[config.mk]
export PLATFORM = sky130hd
export DESIGN_NAME = dbus_arbiter
export DESIGN_NICKNAME = d
export VERILOG_FILES = /design/src/rtl/dbus_arbiter.sv
export SDC_FILE = /design/constraint.sdc
export NUM_CORES = 1
export LEC_CHECK = 0
export CORE_AREA = 8 8 317 319
export DETAILED_ROUTE_END_ITERATION = 12
export DIE_AREA = 0 0 325 327
export GPL_ROUTABILITY_DRIVEN = 0
export GPL_TIMING_DRIVEN = 0
export PLACE_DENSITY = 0.38
export SLEW_MARGIN = 40
export SYNTH_ARGS = -nofsm -noshare
export SYNTH_HDL_FRONTEND = slang
export SYNTH_SLANG_ARGS = --single-unit
[constraint.sdc]
create_clock -name clk -period 4.79 [get_ports clk]
set_input_delay 0.479 -clock clk [delete_from_list [all_inputs] [get_ports clk]]
set_output_delay 0.479 -clock clk [all_outputs]
set_load 0.02 [all_outputs]
[src/rtl/dbus_arbiter.sv]
// Round-robin arbiter sharing one data-bus port among N_REQ requesters.
// The granted request is latched and held downstream until data_ok; responses go to the owner only.

package dbus_pkg;

  typedef enum logic [2:0] {
    MSIZE1,
    MSIZE2,
    MSIZE4,
    MSIZE8
  } msize_t;

  typedef struct packed {
    logic        valid;
    logic [63:0] addr;
    msize_t      size;
    logic [7:0]  strobe;
    logic [63:0] data;
  } dbus_req_t;

  typedef struct packed {
    logic        addr_ok;
    logic        data_ok;
    logic [63:0] data;
  } dbus_resp_t;

endpackage

module dbus_arbiter
  import dbus_pkg::*;
#(
  parameter  int unsigned N_REQ = 3,
  localparam int unsigned IW    = (N_REQ > 1) ? $clog2(N_REQ) : 1
) (
  input  logic          clk,
  input  logic          reset,
  input  dbus_req_t     ureq  [N_REQ],
  output dbus_resp_t    uresp [N_REQ],
  output dbus_req_t     dreq,
  input  dbus_resp_t    dresp,
  output logic          busy,
  output logic [IW-1:0] owner
);

  typedef enum logic [1:0] {
    IDLE,
    GRANT,
    WAIT
  } state_t;

  state_t        state;
  logic [IW-1:0] rr_ptr;
  dbus_req_t     req_q;

  logic          pick_found;
  logic [IW-1:0] pick_idx;
  logic [IW:0]   scan_sum;
  logic [IW-1:0] scan_idx;
  logic [IW-1:0] owner_next;

  // Scan rr_ptr, rr_ptr+1, ... with an explicit wrap so N_REQ need not be a power of two.
  always_comb begin
    pick_found = 1'b0;
    pick_idx   = '0;
    scan_sum   = '0;
    scan_idx   = '0;
    for (int unsigned k = 0; k < N_REQ; k++) begin
      scan_sum = {1'b0, rr_ptr} + (IW + 1)'(k);
      if (scan_sum >= (IW + 1)'(N_REQ)) begin
        scan_sum = scan_sum - (IW + 1)'(N_REQ);
      end
      scan_idx = scan_sum[IW-1:0];
      if (!pick_found && ureq[scan_idx].valid) begin
        pick_found = 1'b1;
        pick_idx   = scan_idx;
      end
    end
  end

  always_comb begin
    owner_next = owner + IW'(1);
    if (owner == IW'(N_REQ - 1)) begin
      owner_next = '0;
    end
  end

  always_ff @(posedge clk) begin
    if (reset) begin
      state  <= IDLE;
      rr_ptr <= '0;
      req_q  <= '0;
      busy   <= 1'b0;
      owner  <= '0;
    end else begin
      case (state)
        IDLE: begin
          if (pick_found) begin
            req_q <= ureq[pick_idx];
            owner <= pick_idx;
            busy  <= 1'b1;
            state <= GRANT;
          end
        end
        GRANT, WAIT: begin
          if (dresp.data_ok) begin
            req_q.valid <= 1'b0;
            busy        <= 1'b0;
            rr_ptr      <= owner_next;
            state       <= IDLE;
          end else begin
            state <= WAIT;
          end
        end
        default: state <= IDLE;
      endcase
    end
  end

  assign dreq = req_q;

  always_comb begin
    for (int unsigned j = 0; j < N_REQ; j++) begin
      uresp[j] = '0;
      if (state != IDLE && owner == IW'(j)) begin
        uresp[j] = dresp;
      end
    end
  end

  a_busy_state : assert property (@(posedge clk) disable iff (reset) busy == (state != IDLE));
  a_valid_busy : assert property (@(posedge clk) disable iff (reset) dreq.valid == busy);

endmodule

* Yosys cells after proc, flatten, opt, wreduce, memory -nomap -nowiden
Cells that the tools add are included.
** Storage, ports and cells
- Bits in registers :: 147
- Input port bits :: 488
- Output and inout bits :: 341
- Word-level logic and storage cells :: 80
** Cells by class
- Add/subtract/negate cells :: 6
- $lt $le $gt $ge :: 7
- Equality and inequality tests :: 6
- Muxes and demuxes :: 33
- Bitwise logic cells :: 4
- Reduce and logical (&&, ||, !) cells :: 15
** Operators by type and width (number)
- two-way mux 140 bit :: 9
- binary-select mux 140 bit (select 2 bit) :: 4
- two-way mux 66 bit :: 3
- two-way mux 2 bit :: 9
- greater-or-equal comparator 3 bit, second input constant :: 4
- NOT 2 -> 3 bit :: 4
- greater-or-equal comparator 3 x 2 -> 1 bit, second input constant :: 2
- subtractor 2 bit, second input constant :: 3
- logical AND 1 bit :: 5
- two-way mux 1 bit :: 5
- == test 2 x 1 -> 1 bit, second input constant :: 2
- == test 2 bit, second input constant :: 2
- zero test 2 bit :: 2
- != test 2 bit, second input constant :: 2
- one-hot mux 1 bit (2 select lines) :: 2
- one-hot mux 2 bit (2 select lines) :: 1
- AND reduction 2 bit :: 2
- nonzero test 2 bit :: 2
- adder 2 x 1 -> 3 bit, second input constant :: 1
- adder 2 x 2 -> 3 bit, second input constant :: 1
- AND reduction 3 bit :: 1
- adder 2 x 1 -> 2 bit, second input constant :: 1
- greater-or-equal comparator 2 bit, second input constant :: 1
- zero test 1 bit :: 2
- OR reduction 2 bit :: 1

* Longest topological paths before layout
Gate-level depths: netlist of run 1.
- Depth in word-level cells :: 19
- Depth in mapped cells :: 11
- Depth with buffers taken out :: 7

* Least setup slack after synthesis of run 1
No wires, ideal clock.
- Path kind :: register to register
- Start point :: register rr_ptr[1]
- End point :: register req_q (netlist bit dreq[10])
- Arrival :: 2247 ps
- Required time :: 4667 ps
- Slack :: 2420 ps
- Stages on the path, launching flop included :: 10
- Buffers on the path :: 2
- Period minus slack after synthesis :: 2370 ps
- Cells stage by stage :: dfxtp_1 > inv_1 > ha_1 > mux2_4 > mux2i_1 > mux2_2 > buf_2 > buf_2 > a221oi_1 > o2bb2ai_1
** On the way
- Longest elaborated chain between the ends :: 17
- Elaborated cells between the ends (all ways) :: 38
- Those cells by class :: add/sub: 5; order compare: 3; mux: 21; bitwise: 4; reduce/logical: 5
** Ends and longest elaborated chain
- start, declared :: RTL line 52 : logic [IW-1:0] rr_ptr;
- start signal, assigned :: RTL line 108 : rr_ptr <= owner_next;
- parallel branches: the longest is 17 deep, another holds adder 2 x 1 -> 3 bit
- end signal, assigned :: RTL line 98 : req_q <= ureq[pick_idx];
- end, declared :: RTL line 53 : dbus_req_t req_q;
Several ways; the timed one is not identified. The select of a mux whose other input is x is not followed.
A chain may end at the register's enable or synchronous reset.

==> impl_results.md, run 1 <==
* Max-slew headroom at 0.4040
* Ys Warns at 0
* Synth unique cells at 39
* Worst-path cell chain: inv_1 > ha_1 > clkbuf_1 > nor3b_1 > buf_1 > clkbuf_1 > and2_1 > clkdlybuf4s50_1
* Max cap viols at 0
* Worst path arrival time at 3890 ps
* Unrepaired setup endpoints after global routing: false
* Remaining antenna violation count after routing at 0
* Post-synth EDFFs at 0
* Maximum vdd drop at 0.2729 mV
* DR WL/cell at 28.84 um
* Final instance area at 20080 um^2
* Hold-fix buffers, CTS at 0
* Core area at 95710 um^2
* Most frequent cells in the layout: clkdlybuf4s50_1, and2_1, dfxtp_1
* CP Capture Type: output pin
* Worst-path clk slew at 70 ps
* Post-synthesis adder-cell area fraction at 0.007852
* Post-route minimum period at 4368 ps
* Main combinational cell family by area after synthesis: compound AO/OA/AOI/OAI gates
* Post-DP HPWL at 80070 um
* Die area at 106300 um^2
* Final period util at 0.9119
* Synth Area in Simple Gates at 0.1475
* Primary FF master, synth: dfxtp_1
* PortBufs at 827
* Status: finished clean
* Mean area per synthesized cell at 8.551 um^2
* FILL cells at 10540
* Drt first pass iters at 5
* Post-synthesis compound-gate area fraction at 0.4527
* Clk sink count at 147
* Initial core utilization at 0.09989
* Clk_lat worst skew at 510 ps
* Worst-Margin Slew at 894.0 ps
* Post-synthesis sequential area ratio at 0.3078
* Global route overflow at 0
* CTS tree: done
* Hold Path Sink: rr_ptr[1]
* Hold Path Class: in -> reg
* Cell Pwr Density at 370.8 nW/um^2
* Hold_sp: reset
* Final WL at 94240 um
* Site row count at 114
* Slew Viols, Final at 0
* Layout Utilization at 0.2098
* Synth area leaders: dfxtp_1, and2_1, a221oi_1, o2bb2ai_1, a21boi_0
* Leading cell type in the layout, fill and taps excluded: clkdlybuf4s50_1
* Fmax at 0.2289 GHz
* Reg-to-reg startpoint: rr_ptr[0]
* Number of global-route vias before repair at 14380
* Vias per cell at 4.036
* Worst reg2reg path endpoint: dreq[138]
* Initial DRC count at 674
* Critical path type: reg -> out
* Syn_nets at 1612
* Tot GR Track Use at 0.1696
* Largest net degree at the start of global routing at 17
* I/O Pins at 829
* Post-synth top area share at 0.3078
* Mapped Cells at 1118
* XOR/XNOR share of the synthesized area at 0
* # setup viols final at 0
* DP Area at 19470 um^2
* Vias at 13180
* Ys async rst share at 0
* Setup TNS at 0 ps
* Final #Nets at 2460
* Hold path depth at 2
* # DRC at 0
* Post-CTS Setup Inserts at 0
* Area leader, netlist: dfxtp_1
* Maximum clock insertion buffer count at 2
* First-pass GRT wire length at 126300 um
* Setup Skew at 18.24 ps
* Area of the multi-input gates at 5927 um^2
* FF+latch area at 2943 um^2
* Htree depth at 4
* CP Launch Type: register
* CTS Buf Count at 17
* Cell mode on critical path: clkbuf_1
* Fin. Hold Viols at 0
* Initial antenna violation count at 32
* CP peak stage delay at 650 ps
* CTS Root Cell: clkbuf_16
* Leak at 6.623 nW
* Syn-to-layout area delta at 110.0%
* Chip width at 325 um
* Critical Path Fanout Max at 10
* CTS-repair resized insts at 0
* Share of cells above drive strength 1 at 0.04247
* Reg2reg setup slack at 1110 ps
* Mux cell area share after synthesis at 0.01060
* Mapped cell area at 9560 um^2
* Worst R2R Path Depth at 10
* Critical Path Slowest Stage Cell: clkdlybuf4s50_1
* Data required, critical path at 4310 ps
* Chip Height at 327 um
* Yosys reg bits at 147
## critical path, delay by kind of cell, from the launching register on
family,cells,cell delay [ps]
simple gates,2,660
flops,1,360
fa+ha+maj,1,170
buf+inv,5,2190
## metrics by stage
step	hold WS [ps]	power [mW]	setup slack [ps]	cells
6_report	333.7	7.446	421.9	3267
5_1_grt	312.8	7.871	121.7	3259
4_1_cts	261.3	7.630	261.4	3254
3_5_place_dp	445.7	6.064	832.5	3223
3_3_place_gp	444.9	6.037	-75.07	3221
2_1_floorplan	454.4	3.621	2420	1118
## worst max-delay path by stage
stage | from | endpoint | slack (ps) | cells after the start
3_3_place_gp | ureq[279] | dreq[46] | -80 | 8
5_1_grt | state[0] | uresp[124] | 120 | 8
6_report | state[1] | uresp[124] | 420 | 8
2_1_floorplan | rr_ptr[1] | dreq[10] | 2420 | 9
4_1_cts | state[0] | uresp[124] | 260 | 8
3_5_place_dp | ureq[279] | dreq[138] | 830 | 8
## state kept, by name, summed over array words and instances (netlist names)
name    count
rr_ptr      2
state       2
dreq      140
owner       2
busy        1
## where the power goes
part           internal (mW)  switching [mW]
Combinational           1.74            2.45
Sequential              1.56           0.218
Clock                  0.782           0.688
## synthesized netlist by cell type, drive strengths merged (2+ instances only)
master   number
mux2i         6
inv           8
a21boi      140
o21ai       144
a221oi      139
buf          38
dfxtp       147
nor2          3
nor3b         3
nor3          3
mux2          3
a21oi         6
nand3         2
ha            6
and2        200
nand3b        4
o2bb2ai     139
clkbuf      107
and3b         2
nand2         4
## routing by layer
layer	share of wire	wire length, um	up-vias	track usage
met5	0.0018	172	-	0
met4	0.022	2112	28	0.04738
met3	0.081	7634	103	0.06692
met2	0.53	49760	610	0.3195
met1	0.37	34560	6441	0.1726
li1	-	-	6002	-
## area by class of cell
type,count,area share
diodes,13,0.001620
flip-flops and latches,147,0.1466
multi-input cells,818,0.2952
clock inverters,11,0.006294
clock buffers,20,0.02225
inverters,8,0.001496
well taps,1276,0.07952
repair buffers,829,0.4129
plain buffers,145,0.03415
## kinds of logic after synthesis
family | Yosys count
compound gates | 577
fa+ha+maj | 6
buf+inv | 153
flops | 147
mux | 9
simple gates | 226
Note: power is estimated with default switching activity, not from simulation.
==> run 2, diff against run 1 <==
Settings changed: CORE_AREA 8 8 317 319 to 8 8 313 315, DIE_AREA 0 0 325 327 to 0 0 321 323, PLACE_DENSITY 0.38 to 0.39.
==> run 2 against run 1 <==
Clock skew rose by 4.9 ps. Cell count fell by 0.77%. Flip-flop and latch count did not move. Worst hold slack improved by 15 ps. Worst setup slack improved by 190 ps. Via count rose by 1.5%. Total power fell by 0.14%. Non-clock buffer count fell by 1. Largest cell class unchanged. Highest routed layer unchanged.
==> impl_results.md, run 2 (synthesized netlist as in run 1, its figures left out) <==
* Status: finished clean
* Initial DRC count at 665
* Post-CTS Setup Inserts at 0
* Fin. Hold Viols at 0
* Vias per cell at 4.126
* Combinational Power Share at 0.563
* CTS Root Cell: clkbuf_16
* Leading cell type in the layout, fill and taps excluded: clkdlybuf4s50_1
* Post-DP HPWL at 82120 um
* Worst-path clk slew at 70 ps
* Data required, critical path at 4310 ps
* Switching Power at 3.353 mW
* Die area at 103700 um^2
* DP Area at 19420 um^2
* Worst-Margin Slew at 855.9 ps
* Slew Viols, Final at 0
* Clock share of power at 0.199
* Setup TNS at 0 ps
* CTS-repair resized insts at 0
* Vias at 13380
* Most frequent cells in the layout: clkdlybuf4s50_1, and2_1, dfxtp_1
* Leak at 6.597 nW
* PortBufs at 827
* Post-route minimum period at 4176 ps
* Worst Setup SP: state[1]
* Initial antenna violation count at 31
* Critical path type: reg -> out
* Syn-to-layout area delta at 109.6%
* Tot GR Track Use at 0.1769
* Drt first pass iters at 5
* Hold Path Class: in -> reg
* Max cap viols at 0
* Critical Path Fanout Max at 10
* Cell Pwr Density at 371.0 nW/um^2
* Htree depth at 4
* Remaining antenna violation count after routing at 0
* Reg-to-reg startpoint: rr_ptr[1]
* Worst reg2reg path endpoint: dreq[132]
* Global route overflow at 0
* Cell internal pwr at 4.082 mW
* Maximum vdd drop at 0.2859 mV
* Maximum clock insertion buffer count at 2
* # setup viols final at 0
* Net Sw Frac at 0.4510
* Core area at 92770 um^2
* Fmax at 0.2395 GHz
* First-pass GRT wire length at 126300 um
* CP Capture Type: output pin
* Worst path arrival time at 3700 ps
* DR WL/cell at 29.74 um
* CTS tree: done
* Reg2reg setup slack at 1080 ps
* CP Launch Type: register
* # DRC at 0
* Initial core utilization at 0.1031
* Hold-fix buffers, CTS at 0
* Setup Skew at 23.15 ps
* Share of cells above drive strength 1 at 0.03996
* Hold_sp: reset
* CTS Buf Count at 17
* I/O Pins at 829
* Final period util at 0.8718
* Unrepaired setup endpoints after global routing: false
* Final instance area at 20040 um^2
* Largest register FFs at 140
* Site row count at 112
* Hold path depth at 2
* FILL cells at 10340
* Largest net degree at the start of global routing at 17
* Sequential Power Share at 0.238
* Final WL at 96420 um
* Hold Path Sink: owner[1]
* Clk_lat worst skew at 510 ps
* Clk sink count at 147
* Chip width at 321 um
* Number of global-route vias before repair at 14360
* Final #Nets at 2459
* Chip Height at 323 um
* Max-slew headroom at 0.4294
* Worst R2R Path Depth at 10
-- run 2: cell types whose count changed in the layout (fill, tap and decap cells not counted), moves of 2 or more --
| cell | change |
|---|---|
| inv_6 | -2 |
| clkbuf_2 | -6 |
| inv_8 | +2 |
| clkinvlp_4 | +4 |
| diode_2 | -2 |
| clkinv_2 | -2 |
| clkbuf_1 | +4 |
-- run 2: stage by stage --
stage          std cells  hold slack, ps  power [mW]  setup WS [ps]    util
5_1_grt             3233           335.0       7.842          358.8  0.2158
3_5_place_dp        3200           445.2       6.022          841.0  0.2094
4_1_cts             3231           281.2       7.588          348.8  0.2158
3_3_place_gp        3199           444.7       6.014          380.4  0.2092
2_1_floorplan       1118           454.4       3.621           2420       -
6_report            3242           348.2       7.435          613.9  0.2161
-- run 2: per-layer routing --
layer / global-route usage / part of all wire / vias to the layer above
met4: 0.06265 / 0.034 / 32
met1: 0.1666 / 0.34 / 6559
met3: 0.07441 / 0.091 / 116
li1: - / - / 6009
met5: 0 / 0.0020 / -
met2: 0.3402 / 0.53 / 661
-- run 2: worst max-delay path, stage by stage, from the launching register on --
cell	delay [ps]
dfxtp_1	350
inv_1	60
ha_1	170
clkbuf_1	230
nor3b_1	500
buf_2	430
clkbuf_1	510
and2_1	290
clkdlybuf4s50_1	640
-- run 2: area by class of cell --
| class | instances | area (um^2) | share of cell area |
|---|---|---|---|
| Antenna cell | 11 | 27.53 | 0.001373 |
| Buffer | 145 | 679.4 | 0.03390 |
| Clock buffer | 18 | 439.2 | 0.02191 |
| Clock inverter | 13 | 151.4 | 0.007554 |
| Inverter | 8 | 30.03 | 0.001498 |
| Multi-Input combinational cell | 818 | 5921 | 0.2954 |
| Sequential cell | 147 | 2943 | 0.1468 |
| Tap cell | 1254 | 1569 | 0.07828 |
| Timing Repair Buffer | 828 | 8283 | 0.4133 |
-- run 2: worst max-delay path by stage --
stage | depth (start not counted) | endpoint | slack (ps)
6_report | 8 | uresp[130] | 610
5_1_grt | 8 | uresp[66] | 360
4_1_cts | 8 | uresp[66] | 350
3_5_place_dp | 8 | dreq[132] | 840
3_3_place_gp | 8 | dreq[132] | 380
2_1_floorplan | 9 | dreq[10] | 2420
-- run 2: power by group through the flow --
stage	registers (mW)	logic, mW	clock network, mW
after global placement	1.78	4.23	0
after floorplan	2.15	1.47	0
after detailed placement	1.78	4.24	0
final	1.77	4.19	1.48
after global routing	1.81	4.45	1.59
after CTS	1.77	4.26	1.56
==> run 3, diff against run 2 <==
Settings changed: REMOVE_ABC_BUFFERS set to 1.
==> run 3 against run 2 <==
Fmax fell by 3.3%. Non-clock buffer count is 96 lower. Final area grew 0.37%. Combinational power decreased by 2%. Critical path type unchanged. Critical endpoint is now uresp[84]. Largest cell class unchanged.
==> impl_results.md, run 3 (synthesized netlist as in run 1, its figures left out) <==
* Clk_lat worst skew at 500 ps
* Leak at 6.691 nW
* Share of cells above drive strength 1 at 0.04888
* Syn-to-layout area delta at 110.4%
* First-pass GRT wire length at 110300 um
* Status: finished clean
* Fin. Hold Viols at 0
* Data required, critical path at 4310 ps
* M3 GR Usage at 0.05467
* Post-DP HPWL at 66940 um
* Number of global-route vias before repair at 13560
* Largest register FFs at 140
* WHS at 462.2 ps
* Placed insts at 3104
* Clk sink count at 147
* I/O Pins at 829
* Final WS setup at 473.6 ps
* GR peak layer: met2
* # DRC at 0
* # setup viols final at 0
* Largest net degree at the start of global routing at 84
* Global route overflow at 0
* Sequential Power Share at 0.240
* Unrepaired setup endpoints after global routing: false
* Drt first pass iters at 5
* Worst path arrival time at 3840 ps
* Post-CTS Setup Inserts at 0
* DR WL/cell at 26.11 um
* Initial antenna violation count at 11
* Worst-path clk slew at 70 ps
* Chip Height at 323 um
* Setup Skew at 15.23 ps
* Site row count at 112
* Vias per cell at 4.127
* Fmax at 0.2317 GHz
* CP Capture Type: output pin
* CP Launch Type: register
* Reg2reg setup slack at 1170 ps
* Post-route minimum period at 4316 ps
* Maximum vdd drop at 0.2936 mV
* Cell Pwr Density at 363.2 nW/um^2
* Initial core utilization at 0.1031
* Cell internal pwr at 4.171 mW
* Max cap viols at 0
* Hold-fix buffers, CTS at 0
* Critical path type: reg -> out
* Leading cell type in the layout, fill and taps excluded: clkdlybuf4s50_1
* Pre-CTS setup slack at 964.5 ps
* Core area at 92770 um^2
* Finished Layout Cells at 3143
* CTS tree: done
* Layout Utilization at 0.2169
* Setup TNS at 0 ps
* Die area at 103700 um^2
* Most frequent cells in the layout: clkdlybuf4s50_1, and2_1, dfxtp_1
* CTS Root Cell: clkbuf_16
* Initial DRC count at 556
* Remaining antenna violation count after routing at 0
* Hold Path Class: reg -> reg
* CTS Buf Count at 17
* CTS-repair resized insts at 0
* Final WL at 82060 um
* Final #Nets at 2363
* PortBufs at 828
* Slew Viols, Final at 0
* Worst-Margin Slew at 660.3 ps
* Net Sw Frac at 0.4293
* Combinational Power Share at 0.560
* Met2 usage at 0.2853
* Clock share of power at 0.200
* Final period util at 0.9011
* Switching Power at 3.137 mW
* Met1 Resource Use GR at 0.1437
* Htree depth at 4
* Maximum clock insertion buffer count at 2
* Chip width at 321 um
* Tot GR Track Use at 0.1487
* Max-slew headroom at 0.5564
* Critical Path Fanout Max at 12
* Vias at 12970
-- run 3: final cells by class --
class / count / area [um^2]
fill: 10230 / 72650
timing repair buffer: 877 / 8967
multi-input combinational: 818 / 6006
sequential: 147 / 2943
tap: 1254 / 1569
clock buffer: 21 / 450.4
clock inverter: 11 / 127.6
inverter: 8 / 37.54
antenna: 7 / 17.52
-- run 3: through the flow --
stage	area (um^2)	power, mW
CTS	20100	7.455
detailed placement	19520	5.903
global route	20110	7.699
finish	20120	7.308
floorplan	8887	3.495
global placement	18740	5.739
-- run 3: power groups by stage --
stage,combinational (mW),clock [mW],sequential (mW)
global placement,3.97,0,1.77
detailed placement,4.13,0,1.77
CTS,4.15,1.55,1.75
global route,4.32,1.59,1.79
floorplan,1.34,0,2.16
finish,4.09,1.46,1.75
-- run 3: path summary, 6_finish.rpt --
check | start | endpoint | cells after the start
max reg2reg | rr_ptr[1] | dreq[77] | 12
min | dreq[89] | dreq[89] | 1
min reg2reg | dreq[89] | dreq[89] | 1
max | state[0] | uresp[84] | 10
-- run 3: layer usage --
layer | wire, um | vias up
met1 | 28420 | 6429
met2 | 44080 | 641
met5 | 48 | -
li1 | - | 5796
met3 | 6665 | 97
met4 | 2845 | 8
-- run 3: worst max-delay path, stage by stage, from the launching register on --
cell,delay [ps]
dfxtp_1,340
inv_1,60
ha_1,350
nor3b_2,610
buf_2,340
buf_4,200
buf_2,240
buf_4,200
buf_2,230
and2_1,160
clkdlybuf4s50_1,610
